**src/rtl/conversao_bin_bcd_seq.sv**
```systemverilog
// Sequential binary-to-packed-BCD converter (double-dabble, one bit per clock).
// start/busy/done handshake; operands above 10**DIGITS-1 saturate to all nines with ovf set.
module conversao_bin_bcd_seq #(
  parameter int WIDTH_IN = 14,
  parameter int DIGITS   = 4
) (
  input  logic                  clk,
  input  logic                  rst,
  input  logic                  start,
  input  logic [WIDTH_IN-1:0]   bin_in,
  output logic                  busy,
  output logic                  done,
  output logic                  ovf,
  output logic [4*DIGITS-1:0]   bcd_out
);

  localparam int BW = 4 * DIGITS;
  localparam int CW = $clog2(WIDTH_IN + 1);
  localparam logic [WIDTH_IN-1:0] MAXV = WIDTH_IN'(10**DIGITS - 1);
  localparam logic [CW-1:0]       LAST = CW'(WIDTH_IN - 1);
  localparam logic [BW-1:0]       SAT  = {DIGITS{4'h9}};

  typedef enum logic [1:0] {
    IDLE   = 2'd0,
    SHIFT  = 2'd1,
    FINISH = 2'd2
  } state_t;

  state_t                    state_r;
  state_t                    state_s;
  logic [WIDTH_IN-1:0]       bin_r;
  logic [BW-1:0]             scr_r;
  logic [CW-1:0]             cnt_r;
  logic                      ovfp_r;
  logic [BW-1:0]             adj_s;
  logic [BW+WIDTH_IN-1:0]    shl_s;

  // Add 3 to every nibble that is 5 or more; nibbles are independent, no carries.
  function automatic logic [BW-1:0] add3_all(input logic [BW-1:0] s);
    logic [BW-1:0] r;
    r = s;
    for (int i = 0; i < DIGITS; i++) begin
      if (s[4*i +: 4] >= 4'd5) begin
        r[4*i +: 4] = s[4*i +: 4] + 4'd3;
      end else begin
        r[4*i +: 4] = s[4*i +: 4];
      end
    end
    return r;
  endfunction

  assign adj_s = add3_all(scr_r);
  assign shl_s = {adj_s, bin_r} << 1'b1;

  // State register
  always_ff @(posedge clk) begin
    if (rst) begin
      state_r <= IDLE;
    end else begin
      state_r <= state_s;
    end
  end

  // Next-state logic
  always_comb begin
    state_s = state_r;
    case (state_r)
      IDLE: begin
        if (start) begin
          state_s = SHIFT;
        end else begin
          state_s = IDLE;
        end
      end
      SHIFT: begin
        if (cnt_r == LAST) begin
          state_s = FINISH;
        end else begin
          state_s = SHIFT;
        end
      end
      FINISH:  state_s = IDLE;
      default: state_s = IDLE;
    endcase
  end

  // Datapath and registered handshake outputs; bcd_out/ovf only move in FINISH
  always_ff @(posedge clk) begin
    if (rst) begin
      bin_r   <= '0;
      scr_r   <= '0;
      cnt_r   <= '0;
      ovfp_r  <= 1'b0;
      busy    <= 1'b0;
      done    <= 1'b0;
      ovf     <= 1'b0;
      bcd_out <= '0;
    end else begin
      done <= 1'b0;
      case (state_r)
        IDLE: begin
          if (start) begin
            bin_r  <= bin_in;
            scr_r  <= '0;
            cnt_r  <= '0;
            ovfp_r <= (bin_in > MAXV);
            busy   <= 1'b1;
          end
        end
        SHIFT: begin
          scr_r <= shl_s[BW+WIDTH_IN-1:WIDTH_IN];
          bin_r <= shl_s[WIDTH_IN-1:0];
          cnt_r <= cnt_r + {{(CW-1){1'b0}}, 1'b1};
        end
        FINISH: begin
          bcd_out <= ovfp_r ? SAT : scr_r;
          ovf     <= ovfp_r;
          done    <= 1'b1;
          busy    <= 1'b0;
        end
        default: begin
          busy <= 1'b0;
        end
      endcase
    end
  end

endmodule

```
**config.mk**
```make
export PLATFORM = sky130hd
export DESIGN_NAME = conversao_bin_bcd_seq
export DESIGN_NICKNAME = d
export VERILOG_FILES = /design/src/rtl/conversao_bin_bcd_seq.sv
export SDC_FILE = /design/constraint.sdc
export NUM_CORES = 1
export LEC_CHECK = 0
export ABC_AREA = 1
export CAP_MARGIN = 25
export CORE_MARGIN = 3
export CORE_UTILIZATION = 45
export CTS_BUF_LIST = sky130_fd_sc_hd__clkbuf_16
export CTS_CLUSTER_SIZE = 28
export DETAILED_ROUTE_END_ITERATION = 10
export GPL_TIMING_DRIVEN = 0
export PLACE_DENSITY = 0.67
export SYNTH_ARGS = -nofsm -noshare
export SYNTH_HDL_FRONTEND = slang
export SYNTH_SLANG_ARGS = --single-unit
```
**constraint.sdc**
```tcl
create_clock -name clk -period 2.6 [get_ports clk]
set_clock_uncertainty 0.15 [all_clocks]
set_input_delay 0.39 -clock clk [delete_from_list [all_inputs] [get_ports clk]]
set_output_delay 0.39 -clock clk [all_outputs]
set_load 0.03 [all_outputs]
```
==> run summary <==
status: finished, final reports clean
Max VDD drop: 0.000299 V
Top delay family on crit path: buffers and inverters
Leakage: 1.31 nW
number of cells on the critical path: 1
post-route setup TNS: 0 ns
antenna violations before repair: 0
Mapped Cells: 363
CTS Sinks: 56
CP Capture Type: output port
slew margin rel.: 0.504
max-slew violation count: 0
CTS HTree Levels: 2
DP Cell Count: 469
Critical Path RT: 2.06 ns
R2R depth: 8
total setup buffers inserted after CTS: 0
maxcap violations: 0
number of global-route vias before repair: 2,250
Final ANT Viol Nets: 0
initial DRC count: 152
antenna cells: 0
syn_nets: 390
CP max FO: 2
Reg-to-Reg End: scr_r[9]
critical path's slowest cell: clkdlybuf4s50_1
Initial Util: 0.477
DR DRC count: 0
register-to-register setup slack: 1.04 ns
Root Buffer: clkbuf_16
core area: 5640 µm²
pin count of the biggest net entering global routing: 17
mapped cell area: 2690 µm²
Clock transition at path regs: 0.07 ns
CP Class: reg -> out
Avg Cell Area, Syn: 7.41 µm²
Total GRT Usage: 0.182
Worst-Skew Late Latency: 0.29 ns
DR pass1 iterations: 5
Highest Clock Rate: 0.532 GHz
vias per cell: 5.03
DP HPWL: 4.33 mm
number of distinct library cells after synthesis: 31
minimum clock period: 1.88 ns
number of synthesized register bits: 56
area delta synth->final: 22.1%
WP buf/inv: 1
Period Utilization, post-route: 0.723
number of port buffers: 34
global-route wire length before repair: 10.4 mm
WHS: 0.261 ns
worst-margin pin slew: 0.744 ns
post_cts resized: 0
YS warnings: 0
Post-CTS Hold Buffers: 0
Hold Path Class: in -> reg
Die X: 83.3 µm
# IOs: 36
GRT overflow: 0
Worst setup SP type: flop
Die Y: 83.3 µm
Crit. Startpoint: bcd_out[15]
CTS Buf Count: 5
drt total wl: 5.97 mm
filler-free cell count of the finished design: 477
crit-path cells: clkdlybuf4s50_1
RR Startpoint: scr_r[8]
via count: 2,401
Die ar.: 6940 µm²
final hold violations: 0
CP peak stage delay: 0.69 ns
GPL Wtd Cong: 0.827
clk buf depth: 2
RSZ-0062 raised after global routing: false
pwr dens: 550 nW/µm²
register area share after synthesis: 0.417
wire length per cell: 12.5 µm
share of cells above drive strength 1: 0.116
Worst Setup EP: bcd_out[15]
CTS tree: yes
crit path DAT: 1.34 ns
Nets: 431
FP Rows: 27
endpoints failing setup: 0
## layer usage
| metal | part of all wire | global-route usage |
|---|---|---|
| met1 | 0.47 | 0.232 |
| met2 | 0.47 | 0.309 |
| met3 | 0.041 | 0.0367 |
| met4 | 0.018 | 0.0535 |
| met5 | 0 | 0 |
## flip-flops by register name, summed over array words and instances, names as in the netlist
| name | count |
|---|---|
| done | 1 |
| ovf | 1 |
| busy | 1 |
| bin_r | 14 |
| state_r | 2 |
| scr_r | 16 |
| cnt_r | 4 |
| bcd_out | 16 |
| ovfp_r | 1 |
## cells by family after synthesis
| family | synth area share |
|---|---|
| simple gates | 0.305 |
| compound gates | 0.135 |
| flops | 0.417 |
| buf+inv | 0.0963 |
| fa+ha+maj | 0.0465 |
## synth_stat cells (all sizes together)
cell | count | share of area
o21ai | 18 | 0.035
a21oi | 37 | 0.081
nor2 | 21 | 0.036
ha | 10 | 0.047
clkinv | 1 | 0.0019
inv | 38 | 0.054
nand2 | 116 | 0.16
dfxtp | 56 | 0.42
nand4 | 9 | 0.021
o21a | 1 | 0.0028
nand3 | 32 | 0.076
or2 | 1 | 0.0023
nor3 | 3 | 0.0056
o211ai | 3 | 0.0084
a31oi | 1 | 0.0023
clkbuf | 2 | 0.0028
o31ai | 1 | 0.0028
a22oi | 1 | 0.0028
buf | 12 | 0.038
## final cells by class
class | count | area [µm²]
flip-flops and latches | 56 | 1120
plain buffers | 14 | 109
clock buffers | 5 | 125
well taps | 72 | 90.1
fillers | 536 | 2360
inverters | 39 | 150
repair buffers | 34 | 340
multi-input cells | 254 | 1310
clock inverters | 3 | 38.8
## how the worst min path moves through the flow
stage	slack, ns	depth (start not counted)	from	endpoint
after floorplan	0.27	2	bin_r[13]	bin_r[13]
after global placement	0.29	2	bin_r[13]	bin_r[13]
after detailed placement	0.30	2	bin_r[13]	bin_r[13]
after CTS	0.27	2	rst	scr_r[6]
after global routing	0.28	2	rst	scr_r[6]
final	0.26	2	rst	scr_r[6]
## placed cells by master, fill, tap and decap left out, drive strengths merged
master         instances
o21a                   1
nor2                  21
nand2                116
o31ai                  1
o211ai                 3
a22oi                  1
buf                   12
dfxtp                 56
a21oi                 37
nand3                 32
clkinv                 2
clkbuf                 7
nand4                  9
bufinv                 1
o21ai                 18
inv                   39
clkdlybuf4s50         34
nor3                   3
or2                    1
ha                    10
a31oi                  1
## power by group
part	leakage [nW]	total, W	internal (W)	switching, W
Clock	0.0850	0.000754	0.000450	0.000305
Sequential	0.454	0.000895	0.000878	0.0000166
Combinational	0.774	0.000157	0.0000647	0.0000922
Total	1.31	0.00181	0.00139	0.000413
## worst reg2reg max path: cells and delay by family (launching register included)
family | cells | cell delay (ns)
fa+ha+maj | 1 | 0.23
simple gates | 4 | 0.39
buf+inv | 2 | 0.17
flops | 1 | 0.42
compound gates | 1 | 0.05
## per-stage QoR
step                      utilization  setup WS [ns]  cell area [µm²]  power (W)
final                           0.582          0.720             3280    0.00181
after global routing            0.582          0.694             3280    0.00188
after CTS                       0.582          0.719             3280    0.00183
after detailed placement        0.553          0.690             3120    0.00107
after global placement          0.553          0.700             3120    0.00107
after floorplan                     -           1.27             2690    0.00101
Power figures use the tool's default switching activity.
